===== src/rtl/wb_stage.sv =====
`default_nettype none
// ============================================================================
// Module   : wb_stage
// Purpose  : MEM/WB pipeline register driving the register-file write port,
//            with sub-word load extraction, misalignment detection and a
//            retired-instruction counter.
// Revision : 1.0 - initial release
// ============================================================================
module wb_stage #(
  parameter bit BIG_ENDIAN = 1'b1,
  parameter int CNT_W      = 32
) (
  input  logic             clk,
  input  logic             reset,
  input  logic             in_valid,
  input  logic             in_wen,
  input  logic [4:0]       in_wregn,
  input  logic [1:0]       in_wbsel,
  input  logic [2:0]       in_ldtype,
  input  logic [1:0]       in_addr_lo,
  input  logic [31:0]      in_alu,
  input  logic [31:0]      in_memdata,
  input  logic [31:0]      in_pc4,
  input  logic             stall,
  input  logic             flush,
  output logic [4:0]       wregn,
  output logic [31:0]      wdata,
  output logic             wen,
  output logic             wb_valid,
  output logic             misalign,
  output logic [CNT_W-1:0] instret
);

  localparam logic [1:0] c_WB_MEM  = 2'b01;
  localparam logic [1:0] c_WB_LINK = 2'b10;

  localparam logic [2:0] c_LD_LB  = 3'b001;
  localparam logic [2:0] c_LD_LBU = 3'b010;
  localparam logic [2:0] c_LD_LH  = 3'b011;
  localparam logic [2:0] c_LD_LHU = 3'b100;

  localparam logic [CNT_W-1:0] c_CNT_ONE = {{(CNT_W-1){1'b0}}, 1'b1};

  logic [1:0]  w_byte_lane;
  logic        w_half_lane;
  logic [7:0]  w_byte;
  logic [15:0] w_half;
  logic [31:0] w_load_data;
  logic [31:0] w_wb_data;
  logic        w_is_byte;
  logic        w_is_half;
  logic        w_is_word;
  logic        w_misaligned;
  logic        w_load;
  logic        w_wen;

  logic [4:0]       wregn_q,    wregn_d;
  logic [31:0]      wdata_q,    wdata_d;
  logic             wen_q,      wen_d;
  logic             wb_valid_q, wb_valid_d;
  logic             misalign_q, misalign_d;
  logic [CNT_W-1:0] instret_q,  instret_d;

  // Lane index counts from bit 0 upward; big-endian offset 0 is the top lane.
  generate
    if (BIG_ENDIAN) begin : g_big_endian
      assign w_byte_lane = ~in_addr_lo;
      assign w_half_lane = ~in_addr_lo[1];
    end else begin : g_little_endian
      assign w_byte_lane = in_addr_lo;
      assign w_half_lane = in_addr_lo[1];
    end
  endgenerate

  assign w_byte = in_memdata[{w_byte_lane, 3'b000} +: 8];
  assign w_half = in_memdata[{w_half_lane, 4'b0000} +: 16];

  assign w_is_byte = (in_ldtype == c_LD_LB) || (in_ldtype == c_LD_LBU);
  assign w_is_half = (in_ldtype == c_LD_LH) || (in_ldtype == c_LD_LHU);
  assign w_is_word = ~w_is_byte & ~w_is_half;

  always_comb begin
    w_load_data = in_memdata;
    case (in_ldtype)
      c_LD_LB:  w_load_data = {{24{w_byte[7]}}, w_byte};
      c_LD_LBU: w_load_data = {24'h000000, w_byte};
      c_LD_LH:  w_load_data = {{16{w_half[15]}}, w_half};
      c_LD_LHU: w_load_data = {16'h0000, w_half};
      default:  w_load_data = in_memdata;
    endcase
  end

  always_comb begin
    w_wb_data = in_alu;
    case (in_wbsel)
      c_WB_MEM:  w_wb_data = w_load_data;
      c_WB_LINK: w_wb_data = in_pc4;
      default:   w_wb_data = in_alu;
    endcase
  end

  assign w_misaligned = (in_wbsel == c_WB_MEM) &
                        ((w_is_word & (in_addr_lo != 2'b00)) |
                         (w_is_half & in_addr_lo[0]));

  assign w_load = in_valid & ~stall & ~flush;
  // $0 is never reported as written so forwarding logic can ignore it.
  assign w_wen  = w_load & in_wen & (in_wregn != 5'd0) & ~w_misaligned;

  always_comb begin
    wregn_d    = wregn_q;
    wdata_d    = wdata_q;
    wen_d      = 1'b0;
    wb_valid_d = 1'b0;
    misalign_d = 1'b0;
    instret_d  = instret_q;
    if (w_load) begin
      wregn_d    = in_wregn;
      wdata_d    = w_wb_data;
      wen_d      = w_wen;
      wb_valid_d = 1'b1;
      misalign_d = w_misaligned;
      if (!w_misaligned) begin
        instret_d = instret_q + c_CNT_ONE;
      end
    end
  end

  always_ff @(posedge clk) begin
    if (!reset) begin
      wregn_q    <= 5'd0;
      wdata_q    <= 32'd0;
      wen_q      <= 1'b0;
      wb_valid_q <= 1'b0;
      misalign_q <= 1'b0;
      instret_q  <= {CNT_W{1'b0}};
    end else begin
      wregn_q    <= wregn_d;
      wdata_q    <= wdata_d;
      wen_q      <= wen_d;
      wb_valid_q <= wb_valid_d;
      misalign_q <= misalign_d;
      instret_q  <= instret_d;
    end
  end

  assign wregn    = wregn_q;
  assign wdata    = wdata_q;
  assign wen      = wen_q;
  assign wb_valid = wb_valid_q;
  assign misalign = misalign_q;
  assign instret  = instret_q;

endmodule
`default_nettype wire


===== config.mk =====
export PLATFORM = sky130hd
export DESIGN_NAME = wb_stage
export DESIGN_NICKNAME = d
export VERILOG_FILES = /design/src/rtl/wb_stage.sv
export SDC_FILE = /design/constraint.sdc
export NUM_CORES = 1
export LEC_CHECK = 0
export CORE_MARGIN = 3
export CORE_UTILIZATION = 39
export CTS_BUF_LIST = sky130_fd_sc_hd__clkbuf_8
export DETAILED_ROUTE_END_ITERATION = 12
export PLACE_DENSITY_LB_ADDON = 0.05
export SLEW_MARGIN = 20
export SYNTH_ARGS = -nofsm -noshare
export SYNTH_HDL_FRONTEND = slang
export SYNTH_SLANG_ARGS = --single-unit

===== constraint.sdc =====
create_clock -name clk -period 3.4 [get_ports clk]
set_clock_uncertainty 0.2 [all_clocks]
set_input_delay 0.68 -clock clk [delete_from_list [all_inputs] [get_ports clk]]
set_output_delay 0.68 -clock clk [all_outputs]
set_load 0.005 [all_outputs]

Word level (Yosys, flattened, before mapping)
Cells that the tools add are included.
Widths: inputs -> output; s select.

word-level totals
  register bits = 72
  input port bits = 114
  output and inout port bits = 72

operators by class
  add/subtract/negate cells = 1
  equality and inequality tests = 6
  shift operators = 2
  muxes and demuxes = 3
  bitwise operators = 17
  reduce and logical (&&, ||, !) cells = 6

operators by type and width
  kind                   count
  $pmux 32 s4            1
  $pmux 32 s2            1
  $add 32x1->32 const B  1
  $shiftx 32x6->16       1
  $shiftx 32x6->8        1
  $and 1x1->1            9
  $eq 3x2->1 const B     2
  $not 1->1              6
  $reduce_bool 5->1      1
  $reduce_and 2->1       2
  $eq 3x1->1 const B     1
  $eq 3x3->1 const B     1
  $eq 2x1->1 const B     1
  $eq 2x2->1 const B     1
  $logic_or 1x1->1       2
  $not 2->2              1
  $reduce_bool 2->1      1
  $mux 1                 1
  $or 1x1->1             1

Longest topological paths before layout
Gate-level depths: netlist of the first run.

  depth in word-level cells = 9
  mapped depth = 9
  gate-level depth less buffers = 7

Worst setup path after synthesis of the first run
Ideal clock, no wire load.

  path type = input to register
  start point = input port in_addr_lo[0]
  end point = register instret_q[30] (netlist: instret[30])
  library setup time = 0.070 ns
  data arrival time = 2.231 ns
  data required time = 3.130 ns
  setup slack = 0.899 ns
  cell stages on the path = 6
  cell sequence = buf_6 > or4b_4 > o211ai_2 > o2111ai_4 > or4_1 > a21oi_1

between the ends
  word-level cells in the longest chain between the ends = 6
  elaborated cells on any way between the ends = 7
  those cells by class = bitwise: 5; reduce/logical: 2

ends and longest elaborated chain
  item                          RTL line  text
  start: declaration            20        input logic [1:0] in_addr_lo,
  $reduce_bool 2->1             103       ((w_is_word & (in_addr_lo != 2'b00)) |
  $and 1x1->1                   103
  $or 1x1->1 *                  103
  $and 1x1->1 *                 102       assign w_misaligned = (in_wbsel == c_WB_MEM) &
  $not 1->1 (no line) *         -
  $reduce_and 2->1 (no line) *  -
  end signal: assignment        136       instret_q <= {CNT_W{1'b0}};
  end signal: assignment        143       instret_q <= instret_d;
  end: declaration              62        logic [CNT_W-1:0] instret_q, instret_d;

Mark *: on every way between the ends. The rest lies on a longest branch, timed or not.
A chain may end at the register's enable or synchronous reset.

Worst setup path after layout of the first run
  start point = input port in_addr_lo[0]
  end point = register wdata_q[23] (netlist: wdata[23])

between the ends
  word-level cells in the longest chain between the ends = 4

ends and longest elaborated chain
  item                    RTL line  text
  $not 2->2               67        assign w_byte_lane = ~in_addr_lo;
  $shiftx 32x6->8         75        assign w_byte = in_memdata[{w_byte_lane, 3'b000} +: 8];
  $pmux 32 s4             84        case (in_ldtype)
  $pmux 32 s2             95        case (in_wbsel)
  end signal: assignment  139       wdata_q <= wdata_d;
  end: declaration        58        logic [31:0] wdata_q, wdata_d;

No other way between the ends.

==> impl_summary.txt, run 1 <==
----------------------------------------------------
[Clock tree]
  Clock edge transition at the registers on the reported setup and hold paths ... 0.08 ns
  Sinks on the clock net ... 72
  Total setup buffers inserted after CTS ... 0
  Maximum clock path buffer count ... 2
  H-Tree Level Count ... 3
  Total CTS buffers ... 9
  CTS tree ... done
  Root Buffer Master ... clkbuf_8
  Worst skew pair latency ... 0.34 ns
  Count of hold buffers inserted by post-cts repair ... 0
  CTS-repair resized insts ... 0

[Floorplanning]
  Number of core rows ... 37
  Die width ... 111 microns
  Core Area ... 10500 sq um
  Initial Util ... 40.7%
  DIE AREA ... 12200 sq um
  Height of the die ... 111 microns
  Top-level I/O count ... 186

[Synth]
  Fraction of synthesized cell area taken by the top area cell type ... 33.8%
  FF+latch count, synth ... 72
  Proportion of synthesized chip area in sequential cells ... 33.8%
  Yosys top cell by area ... dfxtp_1
  Number of warnings reported in the yosys synthesis log ... 0
  Post-synth design cell area ... 4260 sq um
  Flip-flop cell with the highest count after synthesis ... dfxtp_1
  Number of synthesized flops with an enable pin ... 0
  Cell types occupying the most area after synthesis ... dfxtp_1 (34%), nand2_1 (8.3%), o211ai_1 (5.8%)
  Cells after Synth ... 556
  Post-synth cell types ... 58
  Async set-or-reset flop fraction in the synthesized netlist ... 0%
  Mean area per synthesized cell ... 7.66 sq um
  Post-synthesis net count ... 673

[Drt]
  Detailed-routing iteration count for the pre-antenna-repair pass ... 8
  Wirelength, routed ... 15600 microns
  Vias per cell ... 5.87
  DRC violation count after routing ... 0
  Wire length per cell after detailed routing ... 17.9 microns
  Antenna-violating nets left ... 0
  Count of vias placed by the detailed router ... 5122
  1st-iter DRT viols ... 450

[Placement]
  Buffers added on ports ... 185
  Global placer's final weighted congestion ... 0.862
  Detailed placement HPWL ... 11400 microns

[Global routing]
  Residual overflow from global routing ... 0
  Met1 layer usage reported by global route ... 33.6%
  Fraction of met3 tracks used by global routing ... 5.92%
  Overall Global Routing Usage ... 24.6%
  Antenna violations before repair ... 0
  Layer with the highest usage ... met2
  Via count of the first global-routing pass ... 5022
  First-pass GRT wire length ... 25400 microns
  Pin count of the biggest net entering global routing ... 50
  Grt met2 use ... 38.6%

[Timing]
  Summed negative setup slack over all endpoints ... 0 ns
  Number of failing setup endpoints in the final timing report ... 0
  Smallest hold slack ... 0.264 ns
  Relative max-transition margin ... 48.8%
  Final hold violation count ... 0
  Max Clock Freq ... 0.352 GHz
  Minimum period implied by the final worst setup slack ... 2.84 ns
  Slew Limit Fails ... 0
  Slew @ Worst Pin ... 0.767 ns
  Setup repair after global routing missed its margin ... no
  Final period utilization ... 83.5%

[Power and ir drop]
  Part of the power in registers ... 42.4%
  Switching power ... 0.000591 W
  Maximum vdd ir drop ... 0.239 mV
  Static leakage power ... 2.16 nW
  Cell-internal power ... 0.00148 W
  Proportion of power drawn by the clock network ... 34.5%
  Cell area power density ... 319 nW/um^2
  Comb power frac ... 23.1%
  Sw Ratio ... 28.5%

[Finish]
  Area grow syn2layout ... 52.6%
  Fraction of final layout cells with drive strength greater than 1 ... 8.14%
  Most common library cell in the layout ignoring fill and taps ... clkdlybuf4s50_1
  Leading cell types in the layout, fill and taps excluded ... clkdlybuf4s50_1 (185), nand2_1 (94), dfxtp_1 (72)
  Inserted Diodes ... 0
  Count of fill cells added during filler insertion ... 978
  Total number of nets in the final design ... 849

[Setup path]
  CP startpoint kind ... input port
  Type of the worst setup path ... in2reg
  Cells along the critical path ... clkdlybuf4s50_1 -> buf_4 -> mux4_2 -> nor3_1 -> or4_1 -> o22ai_1
  Critical path's top delay family ... simple AND/OR/NAND/NOR gates
  CP Data Arrival Time ... 2.84 ns
  Delay contributed by the slowest stage of the critical path ... 0.56 ns
  CP Capture Type ... flop
  Bufs and invs on worst path ... 2
  Worst path slowest cell ... or4_1
  Required time of the critical path ... 3.40 ns
  Crit Path Max Fanout ... 16

[Outcome]
  Outcome ... finished clean

[Worst hold path]
  Min-delay worst type ... reg2reg

[Run]
  Max-cap violations ... 0

----------------------------------------------------
[through the flow]
step	instances	worst slack, ns	util, %	total power (W)	cell area, sq um
finish	873	0.560	62.2	0.00208	6500
global route	873	0.472	62.2	0.00217	6500
CTS	873	0.609	62.2	0.00209	6500
detailed placement	857	0.248	60.2	0.00137	6300
global placement	857	0.260	60.2	0.00137	6300
floorplan	556	0.899	-	0.00111	4260
[per-layer routing]
layer	wire, microns	part of all wire (%)	up-vias
li1	-	-	2455
met1	6980	45	2434
met2	7130	46	209
met3	1210	7.7	24
met4	307	2.0	0
met5	0	0	-
[worst reg2reg max path, cell delays in order (launching register included)]
cell and delay, ns:
dfxtp_1 0.45, nand4_1 0.25, nor4b_2 0.54, nand4_1 0.37, or4_1 0.50, a21oi_1 0.15
[area by class of cell]
type | count | area (sq um) | area share, %
tap | 136 | 170 | 2.62
multi-input combinational | 432 | 2610 | 40.1
inverter | 11 | 41.3 | 0.635
clock inverter | 6 | 67.6 | 1.04
sequential | 72 | 1440 | 22.2
timing repair buffer | 206 | 2030 | 31.3
clock buffer | 10 | 138 | 2.12
[cell families (layout without fill, tap and decap cells)]
group | Yosys count | count (layout) | share of synthesized area [%]
XOR/XNOR | 3 | 3 | 0.617
adder cells (fa/ha/maj) | 3 | 3 | 0.881
AO/OA/AOI/OAI | 210 | 210 | 32.4
AND/OR/NAND/NOR | 201 | 201 | 23.2
flip-flops | 72 | 72 | 33.8
buffers and inverters | 52 | 233 | 5.05
multiplexers | 15 | 15 | 4.05
[flip-flops by register name (all words and copies together), names as in the netlist]
signal    cells
wen           1
wregn         5
wb_valid      1
misalign      1
instret      32
wdata        32
[synth_stat cells (all sizes together), types with 3 or more instances]
cell     count
or4         12
o41ai        9
buf         10
or3         18
ha           3
o21ai       43
o31ai       10
nand3       11
and3         5
a311oi       5
nor3         8
a21oi       50
o21a         3
o22ai       33
nand4        6
mux2         8
nand2b       8
a221o        6
inv         11
nand2       94
nor2        28
o211ai      34
mux2i        6
dfxtp       72
clkbuf      31
a2111oi      3
[final timing paths]
kind	startpoint	endpoint	slack (ns)	cells after the start
hold / removal	wregn[4]	wregn[4]	0.26	2
hold reg to reg	wregn[4]	wregn[4]	0.26	2
setup / recovery	in_addr_lo[0]	wdata[23]	0.56	6
setup reg to reg	instret[3]	instret[31]	0.87	5
[power groups by stage]
stage	sequential, W	clock, W	combinational, W
5_1_grt	0.000883	0.000770	0.000517
2_1_floorplan	0.000900	0	0.000206
4_1_cts	0.000880	0.000735	0.000476
6_report	0.000881	0.000715	0.000480
3_5_place_dp	0.000900	0	0.000473
3_3_place_gp	0.000899	0	0.000466
(Power assumes the default switching activity.)
==> run 2, diff against run 1 <==
==> constraint.sdc (replaced) <==
create_clock -name clk -period 2.8 [get_ports clk]
set_clock_uncertainty 0.2 [all_clocks]
set_input_delay 0.56 -clock clk [delete_from_list [all_inputs] [get_ports clk]]
set_output_delay 0.56 -clock clk [all_outputs]
set_load 0.005 [all_outputs]
==> run 2 against run 1 <==
First-iteration DRC count increased by 9.8%; sequential share of layout area decreased by 0.62 points; setup slack got worse by 0.31 ns; final area grew 2.9%; global-route usage rose by 0.13 points; die area did not move; worst hold slack worse by 0.0035 ns; critical path depth increased by 1; clock-buffer cell count decreased by 1; critical endpoint is now instret[16]; largest cell class unchanged.
==> impl_summary.txt, run 2 (synthesis results as in run 1) <==
----------------------------------------------------
[Outcome]
  Outcome ... finished clean

[Finish]
  Area grow syn2layout ... 57.0%
  Total number of nets in the final design ... 866 (+2.0%)
  Fraction of final layout cells with drive strength greater than 1 ... 10.2% (+2.1 points)
  Leading cell types in the layout, fill and taps excluded ... clkdlybuf4s50_1 (185), nand2_1 (94), dfxtp_1 (72)
  Inserted Diodes ... 0 (unchanged)
  Count of fill cells added during filler insertion ... 938 (-4.1%)
  Most common library cell in the layout ignoring fill and taps ... clkdlybuf4s50_1
  Final standard cell count with taps included and fillers excluded ... 890 (+1.9%)

[Clock tree]
  CTS tree ... done
  CTS-repair resized insts ... 0 (unchanged)
  Worst skew pair latency ... 0.35 ns (about the same)
  H-Tree Level Count ... 3 (unchanged)
  Maximum clock path buffer count ... 2 (unchanged)
  Root Buffer Master ... clkbuf_8
  Clock edge transition at the registers on the reported setup and hold paths ... 0.09 ns (about the same)
  Total CTS buffers ... 9 (unchanged)
  Count of hold buffers inserted by post-cts repair ... 0 (unchanged)
  Total setup buffers inserted after CTS ... 0 (unchanged)
  Sinks on the clock net ... 72 (unchanged)

[Setup path]
  Number of cells on the worst reg-to-reg path ... 5 (unchanged)
  Type of the worst setup path ... in2reg
  End point of the critical path ... instret[16]
  CP Capture Type ... flop
  Start point of the critical path ... in_ldtype[1]
  R2R Path Start ... instret[4]
  CP startpoint kind ... input port
  CP Data Arrival Time ... 2.63 ns (-0.21 ns)
  Required time of the critical path ... 2.88 ns (-0.52 ns)
  Crit Path Max Fanout ... 24 (+8)
  Reg-to-reg critical path endpoint ... instret[28]
  Worst reg-to-reg setup slack ... 0.32 ns (-0.55 ns)

[Timing]
  Minimum period implied by the final worst setup slack ... 2.55 ns
  Slew @ Worst Pin ... 0.411 ns (-0.356 ns)
  Number of failing setup endpoints in the final timing report ... 0 (unchanged)
  Final hold violation count ... 0 (unchanged)
  Relative max-transition margin ... 72.6% (+24 points)
  Summed negative setup slack over all endpoints ... 0 ns (unchanged)
  Final period utilization ... 91.1%
  Slew Limit Fails ... 0 (unchanged)
  Max Clock Freq ... 0.392 GHz
  Setup repair after global routing missed its margin ... no
  Smallest hold slack ... 0.260 ns (-0.00350 ns)

[Floorplanning]
  Die width ... 111 microns (unchanged)
  DIE AREA ... 12200 sq um (unchanged)
  Height of the die ... 111 microns (unchanged)
  Initial Util ... 40.7% (unchanged)
  Number of core rows ... 37 (unchanged)
  Top-level I/O count ... 186 (unchanged)
  Core Area ... 10500 sq um (unchanged)

[Worst hold path]
  Hold path startpoint ... wregn[1]
  Min-delay worst type ... reg2reg

[Global routing]
  First-pass GRT wire length ... 25400 microns (about the same)
  Pin count of the biggest net entering global routing ... 55 (+10%)
  Overall Global Routing Usage ... 24.7% (+0.13 points)
  Antenna violations before repair ... 0 (unchanged)
  Via count of the first global-routing pass ... 5080 (+1.2%)
  Residual overflow from global routing ... 0 (unchanged)

[Drt]
  Wirelength, routed ... 15500 microns (-1.1%)
  Antenna-violating nets left ... 0 (unchanged)
  DRC violation count after routing ... 0 (unchanged)
  Wire length per cell after detailed routing ... 17.4 microns (-3.0%)
  1st-iter DRT viols ... 494 (+9.8%)
  Detailed-routing iteration count for the pre-antenna-repair pass ... 5 (-3)
  Vias per cell ... 5.78 (-1.5%)
  Count of vias placed by the detailed router ... 5142 (+0.39%)

[Placement]
  Placed cells ... 874 (+2.0%)
  Global placer's final weighted congestion ... 0.902 (+4.6%)
  Buffers added on ports ... 185 (unchanged)
  Detailed placement HPWL ... 11500 microns (+0.63%)

[Power and ir drop]
  Maximum vdd ir drop ... 0.253 mV (+5.8%)
  Cell area power density ... 392 nW/um^2 (+23%)
  Static leakage power ... 2.28 nW (+5.4%)

[Run]
  Max-cap violations ... 0 (unchanged)

----------------------------------------------------
run 2: power breakdown:
group	total, W	switching, W	internal (W)	leakage, nW
sequential	0.00107	0.0000160	0.00105	0.584
clock	0.000951	0.000437	0.000514	0.116
combinational	0.000601	0.000272	0.000329	1.58
run 2: cell type report:
class                   instances  area (sq um)  share of cell area (%)
multi-input cells             432          2610                    39.0
clock buffers                   9           124                    1.85
repair buffers                223          2200                    32.9
inverters                      11          41.3                   0.617
flip-flops and latches         72          1440                    21.5
clock inverters                 7           103                    1.53
well taps                     136           170                    2.54
run 2: routing by layer:
layer  vias to the layer above  wire length [microns]  track usage, %
met3                        35                   1210            6.79
met1                      2391                   6870            33.0
met2                       221                   6950            38.6
met5                         -                      0               0
li1                       2495                      -               -
met4                         0                    417            8.13
run 2: how the worst min path moves through the flow:
stage	endpoint	slack, ns	cells past startpoint
2_1_floorplan	wregn[0]	0.25	2
3_3_place_gp	wregn[4]	0.25	2
3_5_place_dp	wregn[4]	0.25	2
4_1_cts	wregn[4]	0.27	2
5_1_grt	wregn[1]	0.29	2
6_report	wregn[1]	0.26	2
run 2: critical path: stages:
cell and delay [ns]:
clkdlybuf4s50_1 0.45, or4b_4 0.54, o211ai_2 0.14, o2111ai_4 0.19, buf_12 0.20, or4_1 0.40, a21oi_1 0.15
run 2: through the flow:
| stage | power [W] | cell area [sq um] | setup WS, ns | utilization (%) |
|---|---|---|---|---|
| final | 0.00262 | 6690 | 0.250 | 63.9 |
| after global placement | 0.00168 | 6460 | -0.0689 | 61.8 |
| after detailed placement | 0.00169 | 6460 | -0.109 | 61.8 |
| after floorplan | 0.00134 | 4260 | 0.419 | - |
| after global routing | 0.00276 | 6690 | 0.0684 | 63.9 |
| after CTS | 0.00265 | 6690 | 0.266 | 63.9 |
